**config.mk**
```make
export PLATFORM = sky130hd
export DESIGN_NAME = fifo_wr_ctrl_flat
export DESIGN_NICKNAME = d
export VERILOG_FILES = /design/src/rtl/fifo_wr_ctrl_if.sv /design/src/rtl/fifo_wr_ctrl.sv /design/src/flat_wrapper.sv
export SDC_FILE = /design/constraint.sdc
export NUM_CORES = 1
export LEC_CHECK = 0
export BUFFER_PORTS_ARGS = -buffer_cell sky130_fd_sc_hd__clkbuf_2
export CAP_MARGIN = 10
export CORE_AREA = 10 10 47 49
export DETAILED_ROUTE_END_ITERATION = 12
export DIE_AREA = 0 0 57 59
export PLACE_DENSITY_LB_ADDON = 0.3
export REMOVE_ABC_BUFFERS = 1
export SLEW_MARGIN = 15
export SYNTH_ARGS = -nofsm -noshare
export SYNTH_HDL_FRONTEND = slang
export SYNTH_SLANG_ARGS = --single-unit
```
**constraint.sdc**
```tcl
create_clock -name w_clk -period 3.4 [get_ports w_clk]
set_clock_uncertainty 0.05 [all_clocks]
set_input_delay 0.51 -clock w_clk [delete_from_list [all_inputs] [get_ports w_clk]]
set_output_delay 0.51 -clock w_clk [all_outputs]
set_load 0.05 [all_outputs]
```
**src/rtl/fifo_wr_ctrl_if.sv**
```systemverilog
// Write-side bus of an asynchronous FIFO: producer request/flags plus
// the Gray pointer exchange with the read-domain synchroniser.
//
// Handshake: w_inc is the producer's request and w_full is the
// back-pressure. A write is accepted only in a cycle where w_inc=1 and
// w_full=0, and w_en marks exactly those cycles. A request made while full
// is dropped and not retried; it only sets the sticky w_overflow flag.
interface fifo_wr_ctrl_if #(
  parameter int PTR_WIDTH = 4
);
  logic                 w_inc;
  logic                 w_ovf_clr;
  logic [PTR_WIDTH-1:0] sync_rd_ptr;
  logic                 w_en;
  logic [PTR_WIDTH-2:0] w_addr;
  logic [PTR_WIDTH-1:0] gray_wr_ptr;
  logic                 w_full;
  logic                 w_almost_full;
  logic [PTR_WIDTH-1:0] w_level;
  logic                 w_overflow;

  // Producer side (drives requests, sees flags)
  modport master (
    output w_inc, w_ovf_clr, sync_rd_ptr,
    input  w_en, w_addr, gray_wr_ptr, w_full, w_almost_full, w_level,
           w_overflow
  );

  // Write controller side
  modport slave (
    input  w_inc, w_ovf_clr, sync_rd_ptr,
    output w_en, w_addr, gray_wr_ptr, w_full, w_almost_full, w_level,
           w_overflow
  );
endinterface

```
**src/rtl/fifo_wr_ctrl.sv**
```systemverilog
// Write-pointer controller for an asynchronous FIFO. Keeps a binary write
// pointer with one extra wrap bit, publishes a registered Gray copy for the
// read domain and derives full/level/almost-full against the synchronised
// Gray read pointer. The lagging read pointer only makes flags pessimistic.
module fifo_wr_ctrl #(
  parameter int DATA_WIDTH   = 8,
  parameter int PTR_WIDTH    = 4,
  parameter int AFULL_THRESH = 6
) (
  input  logic           w_clk,
  input  logic           w_rst,
  fifo_wr_ctrl_if.slave  wr
);

  localparam int DEPTH = 1 << (PTR_WIDTH - 1);

  // Full when the write pointer is exactly one lap ahead: in Gray code that
  // is the read pointer with its two top bits inverted.
  localparam logic [PTR_WIDTH-1:0] FULL_MASK = PTR_WIDTH'(3) << (PTR_WIDTH - 2);
  localparam logic [PTR_WIDTH-1:0] AFULL_LVL = PTR_WIDTH'(AFULL_THRESH);

  // Reject illegal parameter sets at elaboration time.
  if (DATA_WIDTH < 1 || PTR_WIDTH < 2 || AFULL_THRESH < 1 ||
      AFULL_THRESH > DEPTH) begin : g_bad_params
    $error("fifo_wr_ctrl: illegal parameter combination");
  end

  logic [PTR_WIDTH-1:0] wptr;
  logic [PTR_WIDTH-1:0] wptr_next;
  logic [PTR_WIDTH-1:0] gray_q;
  logic [PTR_WIDTH-1:0] rd_bin;
  logic [PTR_WIDTH-1:0] level;
  logic                 full;
  logic                 wr_accept;
  logic                 ovf_q;

  // Decode the synchronised Gray read pointer: each binary bit is the XOR of
  // all Gray bits at or above it.
  always_comb begin
    rd_bin = '0;
    for (int i = 0; i < PTR_WIDTH; i++) begin
      rd_bin[i] = ^(wr.sync_rd_ptr >> i);
    end
  end

  // Flags and next pointer, all evaluated against the current read pointer.
  always_comb begin
    full      = (gray_q == (wr.sync_rd_ptr ^ FULL_MASK));
    wr_accept = wr.w_inc & ~full;
    wptr_next = wptr + {{(PTR_WIDTH-1){1'b0}}, wr_accept};
    level     = wptr - rd_bin;
  end

  // Pointer registers; the Gray copy is always a flop so the read domain
  // never samples a combinational multi-bit transition.
  always_ff @(posedge w_clk or posedge w_rst) begin
    if (w_rst) begin
      wptr   <= '0;
      gray_q <= '0;
    end else begin
      wptr   <= wptr_next;
      gray_q <= wptr_next ^ (wptr_next >> 1);
    end
  end

  // Sticky overflow: a dropped write sets it; set has priority over clear.
  always_ff @(posedge w_clk or posedge w_rst) begin
    if (w_rst) begin
      ovf_q <= 1'b0;
    end else if (wr.w_inc && full) begin
      ovf_q <= 1'b1;
    end else if (wr.w_ovf_clr) begin
      ovf_q <= 1'b0;
    end
  end

  assign wr.w_en          = wr_accept;
  assign wr.w_addr        = wptr[PTR_WIDTH-2:0];
  assign wr.gray_wr_ptr   = gray_q;
  assign wr.w_full        = full;
  assign wr.w_level       = level;
  assign wr.w_almost_full = (level >= AFULL_LVL);
  assign wr.w_overflow    = ovf_q;

endmodule

```
**src/flat_wrapper.sv**
```systemverilog
// flat-port wrapper written by rule: the top's interface ports become plain ports
module fifo_wr_ctrl_flat 
#(
  parameter int DATA_WIDTH   = 8,
  parameter int PTR_WIDTH    = 4,
  parameter int AFULL_THRESH = 6
)
  (w_clk, w_rst, wr_w_inc, wr_w_ovf_clr, wr_sync_rd_ptr, wr_w_en, wr_w_addr, wr_gray_wr_ptr, wr_w_full, wr_w_almost_full, wr_w_level, wr_w_overflow);
  fifo_wr_ctrl_if #(.PTR_WIDTH(PTR_WIDTH)) wr_i ();
  input  logic w_clk;
  input  logic w_rst;
  input wire logic [$bits(wr_i.w_inc)-1:0] wr_w_inc;
  input wire logic [$bits(wr_i.w_ovf_clr)-1:0] wr_w_ovf_clr;
  input wire logic [$bits(wr_i.sync_rd_ptr)-1:0] wr_sync_rd_ptr;
  output wire logic [$bits(wr_i.w_en)-1:0] wr_w_en;
  output wire logic [$bits(wr_i.w_addr)-1:0] wr_w_addr;
  output wire logic [$bits(wr_i.gray_wr_ptr)-1:0] wr_gray_wr_ptr;
  output wire logic [$bits(wr_i.w_full)-1:0] wr_w_full;
  output wire logic [$bits(wr_i.w_almost_full)-1:0] wr_w_almost_full;
  output wire logic [$bits(wr_i.w_level)-1:0] wr_w_level;
  output wire logic [$bits(wr_i.w_overflow)-1:0] wr_w_overflow;
  assign wr_i.w_inc = wr_w_inc;
  assign wr_i.w_ovf_clr = wr_w_ovf_clr;
  assign wr_i.sync_rd_ptr = wr_sync_rd_ptr;
  assign wr_w_en = wr_i.w_en;
  assign wr_w_addr = wr_i.w_addr;
  assign wr_gray_wr_ptr = wr_i.gray_wr_ptr;
  assign wr_w_full = wr_i.w_full;
  assign wr_w_almost_full = wr_i.w_almost_full;
  assign wr_w_level = wr_i.w_level;
  assign wr_w_overflow = wr_i.w_overflow;
  fifo_wr_ctrl #(.DATA_WIDTH(DATA_WIDTH), .PTR_WIDTH(PTR_WIDTH), .AFULL_THRESH(AFULL_THRESH)) u_core (.w_clk(w_clk), .w_rst(w_rst), .wr(wr_i));
endmodule
```
* Word level (Yosys, flattened, before mapping)
Index checks and enable logic that the tools add are counted.
** Storage, ports and cells
- Register bits after elaboration :: 9
- Output and inout bits :: 15
- Word-level logic and storage cells :: 19
** Operators by class
- $add $sub $neg :: 2
- Order comparisons :: 1
- Equal/unequal tests :: 1
- Multiplexer cells :: 2
- Bitwise gates (word level) :: 4
- Reduce and logical (&&, ||, !) cells :: 6
** Operators by type and width (count)
- 4-bit XOR reduction :: 4
- 4-bit by 1-bit adder with 4-bit output :: 1
- 4-bit == test :: 1
- 4-bit by 3-bit greater-or-equal comparator with 1-bit output, second input constant :: 1
- 4-bit subtractor :: 1
- 4-bit by 3-bit XOR with 4-bit output :: 1
- 1-bit two-way mux :: 2
- 2-bit NOT :: 1
- 2-bit nonzero test :: 1
- 1-bit AND :: 1
- 1-bit logical AND :: 1
- 1-bit NOT :: 1

* Depth between registers and ports, before layout
- Word-level depth :: 6
- Gate-level depth with buffers :: 10
- Gate-level depth less buffers :: 10

* Worst setup path after synthesis
No wires, ideal clock.
- Path type :: input port to output port
- Start :: input port wr_sync_rd_ptr[3]
- End :: output port wr_w_almost_full
- Arrival :: 2931 ps
- Path slack :: -91 ps
- Cell stages on the path :: 10
- Buffers on the path :: 0
- Cells stage by stage :: xnor2_1 > xor2_1 > xnor2_1 > ha_1 > inv_1 > fa_1 > nand2_1 > o21ai_0 > a21oi_1 > o211ai_1
** Between the ends
- Cells in the longest elaborated chain, start to end :: 3
- Elaborated cells on any way between the ends :: 6
** RTL lines
- start, declared :: RTL line flat_wrapper.sv:14 : input wire logic [$bits(wr_i.sync_rd_ptr)-1:0] wr_sync_rd_ptr;
- 4-bit XOR reduction :: RTL line fifo_wr_ctrl.sv:42 : rd_bin[i] = ^(wr.sync_rd_ptr >> i);
- 4-bit subtractor * :: RTL line fifo_wr_ctrl.sv:51 : level = wptr - rd_bin;
- via wr_w_level[1] :: RTL line flat_wrapper.sv:20 : output wire logic [$bits(wr_i.w_level)-1:0] wr_w_level;
- 4-bit by 3-bit greater-or-equal comparator with 1-bit output * :: RTL line fifo_wr_ctrl.sv:82 : assign wr.w_almost_full = (level >= AFULL_LVL);
- end, declared :: RTL line flat_wrapper.sv:19 : output wire logic [$bits(wr_i.w_almost_full)-1:0] wr_w_almost_full;
Mark *: on every way through the listed nets, which the timed path passes. The rest lies on a longest branch.

* Worst setup path after layout
- Start :: input port wr_sync_rd_ptr[3]
- End :: output port wr_w_almost_full
** Between the ends
- Cells in the longest elaborated chain, start to end :: 3
- Elaborated cells on any way between the ends :: 6
** RTL lines (RTL line)
- 4-bit XOR reduction :: fifo_wr_ctrl.sv:42
- 4-bit subtractor * :: fifo_wr_ctrl.sv:51
- 4-bit by 3-bit greater-or-equal comparator with 1-bit output * :: fifo_wr_ctrl.sv:82
Every way passes the cells marked *; elsewhere a longest branch is shown, timed or not.

==> impl_metrics.yaml <==
clocking:
  post-cts-setup-buffers: 0
  clock_sinks: 8
  clkLatencyLatePin_ns: 0.24
  cts_htree_levels: 1
  numCtsBuffers: 3
  path_clk_slew_ns: 0.05
  root_buffer: "clkbuf_4"
  clockBufferDepth: 2
  cts_tree: "done"
placed_design:
  dp_cells: 85
  io_buffer_count: 22
  dp_hpwl_um: 991
  gp_congestion: 0.745
finish:
  area_growth_pct: 31.9
  stdcell_count: 88
  final_cell_mix: "clkbuf_2 (21), dfrtp_1 (8), xor2_1 (7)"
  layout_commonest_cell: "clkbuf_2"
  n_antenna_cell: 0
  nets: 88
  fin_util: 0.479
  drive_above_1_share: 0.375
die:
  num_rows: 14
  io_pins: 23
  die_w_um: 57
  die_area_um2: 3360
  die_y_um: 59
  start_util: 0.363
  core_um2: 1400
synth:
  ys_ff_latch: 8
  yosys.area_share.simple: 0.0786
  syn_avg_cell_area_um2: 11.1
  synth_top_family_by_area: "XOR/XNOR gates"
  synth_cell_types: 16
  synthMuxAreaShare: 0
  synthCells: 46
  yosys_warnings: 0
  synthAdderAreaFrac: 0.162
  seq_area_frac_synth: 0.393
  synth_compound_area_frac: 0.0737
  syn_area_um2: 509
  synth_xor_area_frac: 0.256
global_routing:
  grt_max_degree: 9
  grt_overflow: 0
  grt_pass1_wl_um: 1900
  grt_pass1_vias: 443
  grt_use_total: 0.0719
  antenna_found_initial: 0
run_status:
  status: "complete, no violations"
flow_run:
  drv_cap: 0
setup_path:
  cp-endpoint: "wr_w_almost_full"
  crit_path_start_kind: "input port"
  crit_fanout: 3
  cpMaxStageDelayCell: "fa_1"
  critPathMaxStageDelay_ns: 0.52
  critical-path-top-cell-by-count: "xnor2_1"
  r2r-end: "u_core.wr.gray_wr_ptr[2]$_DFF_PP0_"
  crit_arrival_ns: 2.58
  cp-end-kind: "primary output"
  reg2reg_from: "u_core.wr.gray_wr_ptr[3]$_DFF_PP0_"
  path_class: "input port to primary output"
  startpoint: "wr_sync_rd_ptr[3]"
  path_cells: "clkbuf_2 > xnor2_1 > xor2_1 > xnor2_1 > ha_1 > inv_1 > fa_1 > nand2_1 > o21ai_0 > a21oi_1 > o211ai_1 > buf_4"
  ff2ff_setup_slack_ns: 1.37
  required_ns: 2.84
  reg2reg_depth: 7
sta:
  slew_headroom: 0.784
  finalCriticalPeriod_ns: 3.14
  rsz0062_at_grt: "no"
  finalHoldViolCount: 0
  slew_violations: 0
  timing.fmax_mhz: 318
  finalSetupViolations: 0
  worst_pin_slew_ns: 0.323
  whs_ns: 0.124
  period_share: 0.925
drt:
  wl_per_cell_um: 12.3
  vias_per_cell: 4.56
  drtAntennaViolNets: 0
  dr.first_iter.drc_count: 7
  first_pass_iters: 3
  wirelength_um: 1080
  vias: 401
  drc: 0
hold_path:
  hold_path.class: "input port to async pin"
==> state kept, by name (all words and copies together), names as in the netlist <==
| signal | flops |
|---|---|
| u_core.wr.gray_wr_ptr | 4 |
| u_core.wptr | 3 |
| u_core.wr.w_overflow | 1 |
==> Yosys cell counts <==
| cell | n | area [um2] |
|---|---|---|
| a21o_1 | 2 | 15.0 |
| a21oi_1 | 1 | 5.00 |
| and4_1 | 1 | 8.76 |
| dfrtp_1 | 8 | 200 |
| fa_1 | 1 | 20.0 |
| ha_1 | 5 | 62.6 |
| inv_1 | 5 | 18.8 |
| nand2_1 | 2 | 7.51 |
| nand3_1 | 2 | 10.0 |
| nand3b_1 | 1 | 7.51 |
| nor2b_1 | 1 | 6.26 |
| o211ai_1 | 1 | 7.51 |
| o21ai_0 | 2 | 10.0 |
| xnor2_1 | 6 | 52.6 |
| xor2_1 | 7 | 61.3 |
| xor2_2 | 1 | 16.3 |
==> worst min-delay path by stage <==
stage	start	end	cells after the start
finish	w_rst	u_core.wr.w_overflow$_DFFE_PP0P_	2
global route	w_rst	u_core.wptr[0]$_DFF_PP0_	2
floorplan	w_rst	u_core.wptr[0]$_DFF_PP0_	1
CTS	w_rst	u_core.wr.w_overflow$_DFFE_PP0P_	2
global placement	w_rst	u_core.wr.w_overflow$_DFFE_PP0P_	2
detailed placement	w_rst	u_core.wr.w_overflow$_DFFE_PP0P_	2
==> metrics by stage <==
step / cell area (um2) / setup TNS [ns] / setup slack (ns)
2_1_floorplan: 509 / -0.0912 / -0.0912
3_3_place_gp: 647 / 0 / 0.163
3_5_place_dp: 647 / 0 / 0.174
4_1_cts: 669 / 0 / 0.165
5_1_grt: 672 / 0 / 0.0163
6_report: 672 / 0 / 0.257
==> layer usage <==
layer	wire length (um)	track usage
met5	0	0
met4	17	0.0604
met3	66	0.0279
met2	585	0.113
met1	413	0.0742
==> area by class of cell <==
class	instances	area [um2]
fillers	148	729
inverters	5	18.8
repair buffers	23	120
clock buffers	3	22.5
well taps	16	20.0
multi-input cells	33	290
flip-flops and latches	8	200
==> critical path, delay by kind of cell <==
kind            cells  cell delay [ns]
fa+ha+maj           2             0.68
xor+xnor            3             0.63
buf+inv             3             0.39
compound gates      3             0.31
simple gates        1             0.06
==> kinds of logic after synthesis <==
kind of cell | Yosys count
compound gates | 6
xor+xnor | 14
simple gates | 7
fa+ha+maj | 6
buf+inv | 5
flops | 8
==> timing repair <==
action / 4_1_cts / 5_1_grt
hold buffers: 0 / 0
setup endpoints to repair: 0 / 1
hold endpoints to repair: 0 / 0
gates resized for setup: 0 / 3
Power is left out: the tool's default activity adds up to more than one toggle a clock period on the data nets, which glitch-free logic cannot reach.
